$ cat config.mk
export PLATFORM = sky130hd
export DESIGN_NAME = multiplicador_shift_add
export DESIGN_NICKNAME = d
export VERILOG_FILES = /design/src/rtl/multiplicador_shift_add_pkg.sv /design/src/rtl/somador16bits.sv /design/src/rtl/multiplicador_shift_add.sv
export SDC_FILE = /design/constraint.sdc
export NUM_CORES = 1
export LEC_CHECK = 0
export CORE_ASPECT_RATIO = 0.75
export CORE_MARGIN = 4
export CORE_UTILIZATION = 40
export DETAILED_ROUTE_END_ITERATION = 12
export PLACE_DENSITY = 0.66
export SKIP_CTS_REPAIR_TIMING = 1
export SLEW_MARGIN = 5
export SYNTH_ARGS = -nofsm -noshare
export SYNTH_HDL_FRONTEND = slang
export SYNTH_SLANG_ARGS = --single-unit
$ cat constraint.sdc
create_clock -name clock -period 3.5 [get_ports clock]
set_input_delay 0.525 -clock clock [delete_from_list [all_inputs] [get_ports clock]]
set_output_delay 0.525 -clock clock [all_outputs]
set_load 0.05 [all_outputs]
$ cat src/rtl/multiplicador_shift_add_pkg.sv
// Shared widths, FSM state encoding and the 1-bit full-adder cell
// used by the 8+16 ripple adder of the shift-and-add multiplier.
package multiplicador_shift_add_pkg;

  localparam int unsigned N      = 8;
  localparam int unsigned PROD_W = 2 * N;
  localparam int unsigned CNT_W  = 3;

  typedef enum logic [1:0] {
    ST_IDLE = 2'd0,
    ST_CALC = 2'd1,
    ST_DONE = 2'd2
  } state_t;

  // Full adder cell: returns {carry_out, sum}
  function automatic logic [1:0] somadorcompleto(input logic a, input logic b, input logic cin);
    return {(a & b) | (a & cin) | (b & cin), a ^ b ^ cin};
  endfunction

endpackage

$ cat src/rtl/somador16bits.sv
// Ripple-carry adder: 8-bit operand a (zero-extended) plus 16-bit operand b,
// built from a chain of somadorcompleto cells.
module somador16bits
  import multiplicador_shift_add_pkg::*;
(
  input  logic [N-1:0]      i_a,
  input  logic [PROD_W-1:0] i_b,
  input  logic              i_cin,
  output logic [PROD_W-1:0] o_sum,
  output logic              o_cout
);

  logic [PROD_W-1:0] w_a_ext;

  assign w_a_ext = PROD_W'(i_a);

  // Carry ripples LSB to MSB through one cell per bit
  always_comb begin : ripple
    logic       w_c;
    logic [1:0] w_fa;
    w_c   = i_cin;
    w_fa  = 2'b00;
    o_sum = '0;
    for (int i = 0; i < PROD_W; i++) begin
      w_fa     = somadorcompleto(w_a_ext[i], i_b[i], w_c);
      o_sum[i] = w_fa[0];
      w_c      = w_fa[1];
    end
    o_cout = w_c;
  end

endmodule

$ cat src/rtl/multiplicador_shift_add.sv
// Sequential 8x8 unsigned shift-and-add multiplier: one add/shift iteration
// per clock through somador16bits, 16-bit product after 8 iterations.
module multiplicador_shift_add
  import multiplicador_shift_add_pkg::*;
(
  input  logic              clock,
  input  logic              reset,
  input  logic              iniciar,
  input  logic [N-1:0]      multiplicando,
  input  logic [N-1:0]      multiplicador,
  output logic [PROD_W-1:0] produto,
  output logic              pronto,
  output logic              ocupado
);

  state_t              r_state;
  logic [N-1:0]        r_mcand;
  logic [PROD_W-1:0]   r_p;
  logic [CNT_W-1:0]    r_count;
  logic [PROD_W-1:0]   r_produto;
  logic                r_pronto;
  logic                r_ocupado;

  logic [PROD_W-1:0]   w_b;
  logic [PROD_W-1:0]   w_sum;
  logic                w_cout;
  logic                w_unused_adder;

  // Adder sees mcand + high half of P; the partial sum fits in 9 bits
  assign w_b = PROD_W'(r_p[PROD_W-1:N]);

  somador16bits u_somador (
    .i_a    (r_mcand),
    .i_b    (w_b),
    .i_cin  (1'b0),
    .o_sum  (w_sum),
    .o_cout (w_cout)
  );

  assign w_unused_adder = ^{w_cout, w_sum[PROD_W-1:N+1]};

  always_ff @(posedge clock) begin
    if (reset) begin
      r_state   <= ST_IDLE;
      r_mcand   <= '0;
      r_p       <= '0;
      r_count   <= '0;
      r_produto <= '0;
      r_pronto  <= 1'b0;
      r_ocupado <= 1'b0;
    end else begin
      r_pronto <= 1'b0;
      case (r_state)
        ST_IDLE: begin
          if (iniciar) begin
            r_mcand   <= multiplicando;
            r_p       <= {N'(0), multiplicador};
            r_count   <= '0;
            r_ocupado <= 1'b1;
            r_state   <= ST_CALC;
          end
        end
        ST_CALC: begin
          // Multiplier bit 0 selects add-then-shift or plain shift
          if (r_p[0]) begin
            r_p <= {w_sum[N:0], r_p[N-1:1]};
          end else begin
            r_p <= r_p >> 1;
          end
          r_count <= r_count + CNT_W'(1);
          if (r_count == CNT_W'(N - 1)) begin
            r_state <= ST_DONE;
          end
        end
        ST_DONE: begin
          r_produto <= r_p;
          r_pronto  <= 1'b1;
          r_ocupado <= 1'b0;
          r_state   <= ST_IDLE;
        end
        default: begin
          r_ocupado <= 1'b0;
          r_state   <= ST_IDLE;
        end
      endcase
    end
  end

  assign produto = r_produto;
  assign pronto  = r_pronto;
  assign ocupado = r_ocupado;

endmodule

# Word-level counts from Yosys, hierarchy flattened
# Index checks and enable logic that the tools add are counted.
op_classes:
  add_sub_neg: 1
  eq_ne: 5
  n_mux: 11
  n_bitwise: 52
  reduce_logical: 6
ops:
  columns: ["cell", "n"]
  rows:
  - ["2-to-1 mux 16 bit", 2]
  - ["case mux 16 bit (2 select lines)", 1]
  - ["AND 1 bit", 22]
  - ["XOR 1 bit", 15]
  - ["bitwise OR 1 bit", 14]
  - ["AND reduction 2 bit", 4]
  - ["case mux 3 bit (2 select lines)", 1]
  - ["2-to-1 mux 2 bit", 2]
  - ["inequality test 2 bit (second input constant)", 2]
  - ["case mux 2 bit (2 select lines)", 1]
  - ["adder 3 x 1 -> 3 bit (second input constant)", 1]
  - ["equality test 3 bit (second input constant)", 1]
  - ["2-to-1 mux 3 bit", 1]
  - ["equality test 2 x 1 -> 1 bit (second input constant)", 1]
  - ["equality test 2 bit (second input constant)", 1]
  - ["logical NOT 2 bit", 1]
  - ["2-to-1 mux 1 bit", 2]
  - ["case mux 1 bit (2 select lines)", 1]
  - ["nonzero test 2 bit", 1]
  - ["inverter 1 bit", 1]
word_totals:
  ff_bits: 47
  output_inout_bits: 18

# Depth between registers and ports, before layout
# Gate-level depths: netlist of run 1.
depth:
  depth_word: 24
  depth_mapped: 11
  mapped_depth_nobuf: 11

# By module
# Synthesis of run 1 repeated with hierarchy kept, for this count alone.
hier_totals:
  hier_cells: 245
  hier_area_um2: 2120.8
by_module_without_submodules:
  columns: ["mod", "instances", "cells_each", "area_each_um2"]
  rows:
  - ["multiplicador_shift_add", 1, 224, 1841.8]
  - ["somador16bits", 1, 21, 279.0]

# Worst setup path after synthesis of run 1
# No wires, ideal clock.
synth_timing:
  path_type: "register -> register"
  from: "register r_p[8]"
  to: "register r_p[14]"
  setup_ns: 0.132
  t_arrival_ns: 3.545
  path_slack_ns: -0.177
  stages_incl_launch_ff: 12
  synth_period_minus_slack_ns: 3.677
  path_cell_list: "dfxtp_1 ha_1 fa_1 fa_1 fa_1 fa_1 fa_1 fa_1 fa_1 mux2_2 nand2_1 a21oi_1"
synth_via:
  elab_chain_len: 22
  word_cells_on_any_way: 28
synth_lines:
  columns: ["item", "line", "rtl"]
  rows:
  - ["from (decl)", "multiplicador_shift_add.sv:18", "logic [PROD_W-1:0] r_p;"]
  - ["from (signal assigned)", "multiplicador_shift_add.sv:57", "r_p <= {N'(0), multiplicador};"]
  - ["from (signal assigned)", "multiplicador_shift_add.sv:66", "r_p <= {w_sum[N:0], r_p[N-1:1]};"]
  - ["from (signal assigned)", "multiplicador_shift_add.sv:68", "r_p <= r_p >> 1;"]
  - ["AND 1 bit *", "multiplicador_shift_add_pkg.sv:17", "return {(a & b) | (a & cin) | (b & cin), a ^ b ^ cin};"]
  - ["AND 1 bit", "multiplicador_shift_add_pkg.sv:17", null]
  - ["bitwise OR 1 bit", "multiplicador_shift_add_pkg.sv:17", null]
  - ["bitwise OR 1 bit *", "multiplicador_shift_add_pkg.sv:17", null]
  - ["AND 1 bit", "multiplicador_shift_add_pkg.sv:17", null]
  - ["bitwise OR 1 bit", "multiplicador_shift_add_pkg.sv:17", null]
  - ["bitwise OR 1 bit *", "multiplicador_shift_add_pkg.sv:17", null]
  - ["AND 1 bit", "multiplicador_shift_add_pkg.sv:17", null]
  - ["(+6 left out)", null, null]
  - ["bitwise OR 1 bit", "multiplicador_shift_add_pkg.sv:17", null]
  - ["bitwise OR 1 bit *", "multiplicador_shift_add_pkg.sv:17", null]
  - ["AND 1 bit", "multiplicador_shift_add_pkg.sv:17", null]
  - ["bitwise OR 1 bit", "multiplicador_shift_add_pkg.sv:17", null]
  - ["bitwise OR 1 bit *", "multiplicador_shift_add_pkg.sv:17", null]
  - ["XOR 1 bit *", "multiplicador_shift_add_pkg.sv:17", null]
  - ["2-to-1 mux 16 bit *", "multiplicador_shift_add.sv:65", "if (r_p[0]) begin"]
  - ["case mux 16 bit (2 select lines) *", "multiplicador_shift_add.sv:53", "case (r_state)"]
# Mark *: on every way between the ends. The rest lies on a longest branch, timed or not.
# A chain may end at the register's enable or synchronous reset.

# Final worst setup path of run 1
# Same ends and word-level chain as after synthesis.

==> results of run 1 <==
==> layer usage <==
layer	vias up	wire length [µm]	global-route usage, %
met4	0	19	2.975
met3	2	187	3.929
met1	754	2110	21.48
met5	-	0	0
li1	819	-	-
met2	28	1923	21.50
==> cell type report <==
type	instances	area, µm²
clock buffers	6	82.58
clock inverters	2	35.03
fillers	443	2116
inverters	1	3.754
multi-input cells	166	991.0
flip-flops and latches	47	942.2
well taps	57	71.32
repair buffers	39	382.9
==> kinds of logic (layout without fill, tap and decap cells) <==
group	count (synthesis)	in the layout	synth area share, %
flip-flops	47	47	47.21
buffers and inverters	18	48	4.959
AND/OR/NAND/NOR	109	109	23.86
adder cells (fa/ha/maj)	10	10	8.914
multiplexers	9	9	5.085
AO/OA/AOI/OAI	38	38	9.982
==> worst paths after layout <==
kind | startpoint | cells after the start | endpoint | slack [ns]
worst min register to register | produto[12]$_SDFFE_PP0P_ | 2 | produto[12]$_SDFFE_PP0P_ | 0.46
worst max register to register | r_p[8]$_SDFFE_PP0P_ | 11 | r_p[14]$_SDFFE_PP0P_ | -0.02
worst max-delay path | r_p[8]$_SDFFE_PP0P_ | 11 | r_p[14]$_SDFFE_PP0P_ | -0.02
worst min-delay path | produto[12]$_SDFFE_PP0P_ | 2 | produto[12]$_SDFFE_PP0P_ | 0.46
==> Yosys cell counts, drive strengths merged <==
cell	n	area share, %
a21oi	35	8.8
and2b	1	0.38
buf	9	3.2
clkbuf	8	1.6
dfxtp	47	47
fa	7	7.0
ha	3	1.9
inv	1	0.19
mux2	9	5.1
nand2	57	11
nand2b	1	0.31
nand3	11	2.8
nor2	25	4.8
nor2b	1	0.31
nor3	2	0.50
nor3b	2	1.0
nor4	7	2.2
o21a	1	0.38
o21ba	1	0.50
o22ai	1	0.31
or2b	1	0.38
or3b	1	0.44
==> report_power, final <==
part	internal [mW]	switching [mW]	total, mW	leakage, nW
clock network	0.231	0.181	0.413	0.0612
registers	0.553	0.0203	0.574	0.383
logic	0.0466	0.0536	0.100	0.475
total	0.831	0.255	1.09	0.919
==> layout by cell type, fill, tap and decap left out <==
master and count:
clkbuf_8 6, fa_1 1, a21oi_1 34, mux2_4 1, or3b_1 1, nand2b_1 1
nor3b_1 1, dfxtp_2 1, nand2_2 1, o22ai_1 1, nor4_1 7, ha_4 1
nor3_1 2, nor2b_1 1, o21ba_2 1, nor2_1 24, fa_2 6, or2b_1 1
bufinv_16 1, buf_4 3, nor2_2 1, mux2_2 8, inv_1 1, a21oi_2 1
ha_1 2, and2b_1 1, nor3b_2 1, clkdlybuf4s50_1 36, dfxtp_1 46, clkinv_2 1
o21a_1 1, nand2_1 56, nand3_1 11
==> sequential cells by signal (all words and copies together), names as in the netlist <==
name     count
produto     16
ocupado      1
pronto       1
r_mcand      8
r_p         16
r_count      3
r_state      2
==> through the flow <==
step           total power [mW]  instance area, µm²  hold WS [ns]
2_1_floorplan            0.6502                2006        0.4406
3_3_place_gp             0.6826                2365        0.4430
3_5_place_dp             0.6840                2365        0.4475
4_1_cts                   1.092                2482        0.4599
5_1_grt                   1.132                2509        0.4866
6_report                  1.086                2509        0.4572
==> worst max-delay path, cell delays in order, from the launching register on <==
cell	delay, ns
dfxtp_1	0.34
ha_4	0.16
fa_2	0.33
fa_2	0.34
fa_2	0.34
fa_2	0.34
fa_2	0.34
fa_2	0.34
fa_1	0.45
mux2_4	0.28
nand2_2	0.07
a21oi_2	0.05
==> flow_summary.ini, run 1 <==
[setup_path]
critPathArrivalTime_ns = 3.69
critPathLaunchType = flop
critical_path_class = flop to flop
cp-end-kind = flop
crit_fanout = 2
cp.required_ns = 3.67

[sta]
clock_skew_ns = 0.006766
drv_slew = 0
setup_viol = 1
fmaxAchievable_ghz = 0.2844
period_share_pct = 100.4
worst_pin_slew_ns = 0.9212
period_minus_slack_ns = 3.516
tns_ns = -0.01571
slew_headroom_pct = 38.59
grt_setup_unrepaired = true
finalHoldViolCount = 0
worst_slack_ns = -0.01571

[routing]
drt_iter0_markers = 81
final_antenna_net_count = 0
num_vias = 1603
wl_per_cell_um = 13.33
remaining_drc_errors = 0
routed_wl_um = 4239
dr.pass1.iters = 4
vias_per_cell = 5.041

[synthesis]
syn_area_per_cell_um2 = 8.628
synthCells = 231
synth_seq_area_share_pct = 47.21
synth_area_um2 = 1993
synth_cell_types = 26
syn_nets = 260
ys_seq_elements = 47
yosys_warnings = 0

[clocking]
insertion_delay_ns = 0.29
clockBufferDepth = 2
clockRootBuffer = clkbuf_8
numCtsBuffers = 5
tritoncts = done
clkSinkCount = 47
clk_pin_slew_ns = 0.09
htree_levels = 2

[cells_and_area]
nets = 289
diodes = 0
fin_cells = 318
final_layout_size_suffix_gt1_share_pct = 12.64
finish.utilization_pct = 54.25
areaGrowthSynthToFinish_pct = 25.86

[outcome]
outcome = finished, violations left
violations = setup timing

[grt]
antenna_found_initial = 0
grt_max_degree = 48
grt_pass1_wl_um = 7286
grt_overflow = 0
grt_use_total_pct = 14.63
grt_pass1_vias = 1583

[hold_path]
hp-class = flop to flop

[placed_design]
hpwl_um = 2763
dp_slack_ns = -0.08708
io_buffers = 36
dp_cells = 310
gp_congestion = 0.7757

[floorplanning]
initial_core_util_pct = 43.10
die_area_um2 = 6188
pin_count = 37
fp.coreArea_um2 = 4624
num_rows = 21
die_h_um = 69.13
die_w_um = 89.51

[pwr]
power-per-cell-area_nw_per_um2 = 433.1
ir_worst_vdd_v = 0.0003364
leakage_nw = 0.9190

[job]
drv_cap = 0
No activity file was read; power rests on OpenSTA's default activity.
==> run 2: changes to the inputs <==
--- a/config.mk
+++ b/config.mk
@@ -9,7 +9,6 @@
 export CORE_MARGIN = 4
 export CORE_UTILIZATION = 40
 export DETAILED_ROUTE_END_ITERATION = 12
-export PLACE_DENSITY = 0.66
 export SKIP_CTS_REPAIR_TIMING = 1
 export SLEW_MARGIN = 5
 export SYNTH_ARGS = -nofsm -noshare
==> constraint.sdc (replaced) <==
create_clock -name clock -period 3.7 [get_ports clock]
set_input_delay 0.555 -clock clock [delete_from_list [all_inputs] [get_ports clock]]
set_output_delay 0.555 -clock clock [all_outputs]
set_load 0.05 [all_outputs]
==> run 2 against run 1 <==
  * The run now ends clean
  * Critical path depth unchanged
  * Die area unchanged
  * Clock skew down 0.0033 ns
==> flow_summary.ini, run 2 (same netlist as run 1, synthesis figures left out) <==
[routing]
drt_iter0_markers = 81
vias_per_cell = 5.013
dr.pass1.iters = 4
num_vias = 1589
final_antenna_net_count = 0
routed_wl_um = 4135
remaining_drc_errors = 0
wl_per_cell_um = 13.04

[job]
drv_cap = 0

[grt]
grt_use_total_pct = 14.28
grt_max_degree = 48
grt_pass1_wl_um = 7072
grt_pass1_vias = 1538
antenna_found_initial = 0
grt_overflow = 0

[clocking]
numCtsBuffers = 5
htree_levels = 2
tritoncts = done
clockRootBuffer = clkbuf_8
insertion_delay_ns = 0.29
clkSinkCount = 47
clk_pin_slew_ns = 0.08
clockBufferDepth = 2

[cells_and_area]
final_cell_mix = nand2_1, dfxtp_1, clkdlybuf4s50_1
diodes = 0
areaGrowthSynthToFinish_pct = 23.92
fin_cells = 317
final_common_cell = nand2_1
nets = 289
final_layout_size_suffix_gt1_share_pct = 10.38
fillers = 453

[floorplanning]
pin_count = 37
num_rows = 21
die_w_um = 89.51
die_area_um2 = 6188
initial_core_util_pct = 43.10
die_h_um = 69.13
fp.coreArea_um2 = 4624

[placed_design]
gp_congestion = 0.7663
io_buffers = 36
hpwl_um = 2709
dp_cells = 310

[setup_path]
cp.required_ns = 3.87
timing.rr.start = r_mcand[0]$_SDFFE_PP0P_
r2r_slack_ns = 0.15
critPathArrivalTime_ns = 3.72
critical_path.startpoint = r_mcand[0]$_SDFFE_PP0P_
critical_path_class = flop to flop
cp-end-kind = flop
crit_fanout = 2
critPathLaunchType = flop

[sta]
fmaxAchievable_ghz = 0.2815
finalHoldViolCount = 0
period_share_pct = 96.00
worst_pin_slew_ns = 0.9448
drv_slew = 0
clock_skew_ns = 0.003441
period_minus_slack_ns = 3.552
grt_setup_unrepaired = false
setup_viol = 0
slew_headroom_pct = 37.01

[hold_path]
hp-class = flop to flop
min-delay-start = produto[8]$_SDFFE_PP0P_

[pwr]
ir_worst_vdd_v = 0.0002335
power-per-cell-area_nw_per_um2 = 404.7
leakage_nw = 0.9087
total_power_mw = 0.9995

[outcome]
outcome = finished clean
-- run 2: changes by cell type in the layout (fill, tap and decap cells not counted), sizes merged --
cell    before  now
clkinv       1    0
-- run 2: final cells by class --
| class | instances | area [µm²] | area share [%] |
|---|---|---|---|
| Sequential cell | 47 | 940.9 | 38.10 |
| Tap cell | 57 | 71.32 | 2.888 |
| Clock inverter | 1 | 30.03 | 1.216 |
| Multi-Input combinational cell | 166 | 968.4 | 39.21 |
| Inverter | 1 | 3.754 | 0.1520 |
| Clock buffer | 6 | 72.57 | 2.938 |
| Timing Repair Buffer | 39 | 382.9 | 15.50 |
-- run 2: path summary, 6_finish.rpt --
path / to / cells after the start
max: r_p[14]$_SDFFE_PP0P_ / 11
min: produto[8]$_SDFFE_PP0P_ / 2
max reg2reg: r_p[14]$_SDFFE_PP0P_ / 11
min reg2reg: produto[8]$_SDFFE_PP0P_ / 2
-- run 2: where the power goes --
group,total (mW),internal (mW),switching [mW]
sequential,0.541,0.523,0.0180
combinational,0.0926,0.0432,0.0494
clock,0.366,0.198,0.167
-- run 2: critical path: stages (launching register included) --
cell	delay, ns
dfxtp_1	0.32
ha_1	0.21
fa_2	0.34
fa_2	0.34
fa_2	0.35
fa_2	0.35
fa_2	0.35
fa_2	0.34
fa_1	0.42
mux2_2	0.27
nand2_1	0.07
a21oi_1	0.06
-- run 2: stage by stage --
step	instance area, µm²	TNS, ns	utilization [%]	hold slack, ns	worst slack, ns
2_1_floorplan	1993	0	-	0.4406	0.02307
4_1_cts	2455	-0.1331	53.08	0.4582	-0.1331
5_1_grt	2470	0	53.41	0.4779	0.03007
6_report	2470	0	53.41	0.4561	0.1480
3_3_place_gp	2352	-0.06297	50.87	0.4427	-0.06297
3_5_place_dp	2352	-0.1096	50.87	0.4461	-0.1096
-- run 2: layer usage --
metal	global-route usage [%]	wire, µm
met3	3.929	189
met2	21.83	1833
met1	19.63	2094
met5	0	0
met4	3.967	19
==> run 3: changes to the inputs <==
==> constraint.sdc (replaced) <==
create_clock -name clock -period 3.7 [get_ports clock]
set_input_delay 0.37 -clock clock [delete_from_list [all_inputs] [get_ports clock]]
set_output_delay 0.37 -clock clock [all_outputs]
set_load 0.05 [all_outputs]
==> results of run 3 <==
No change in the layout: final DEF, timing and power equal those of run 2.
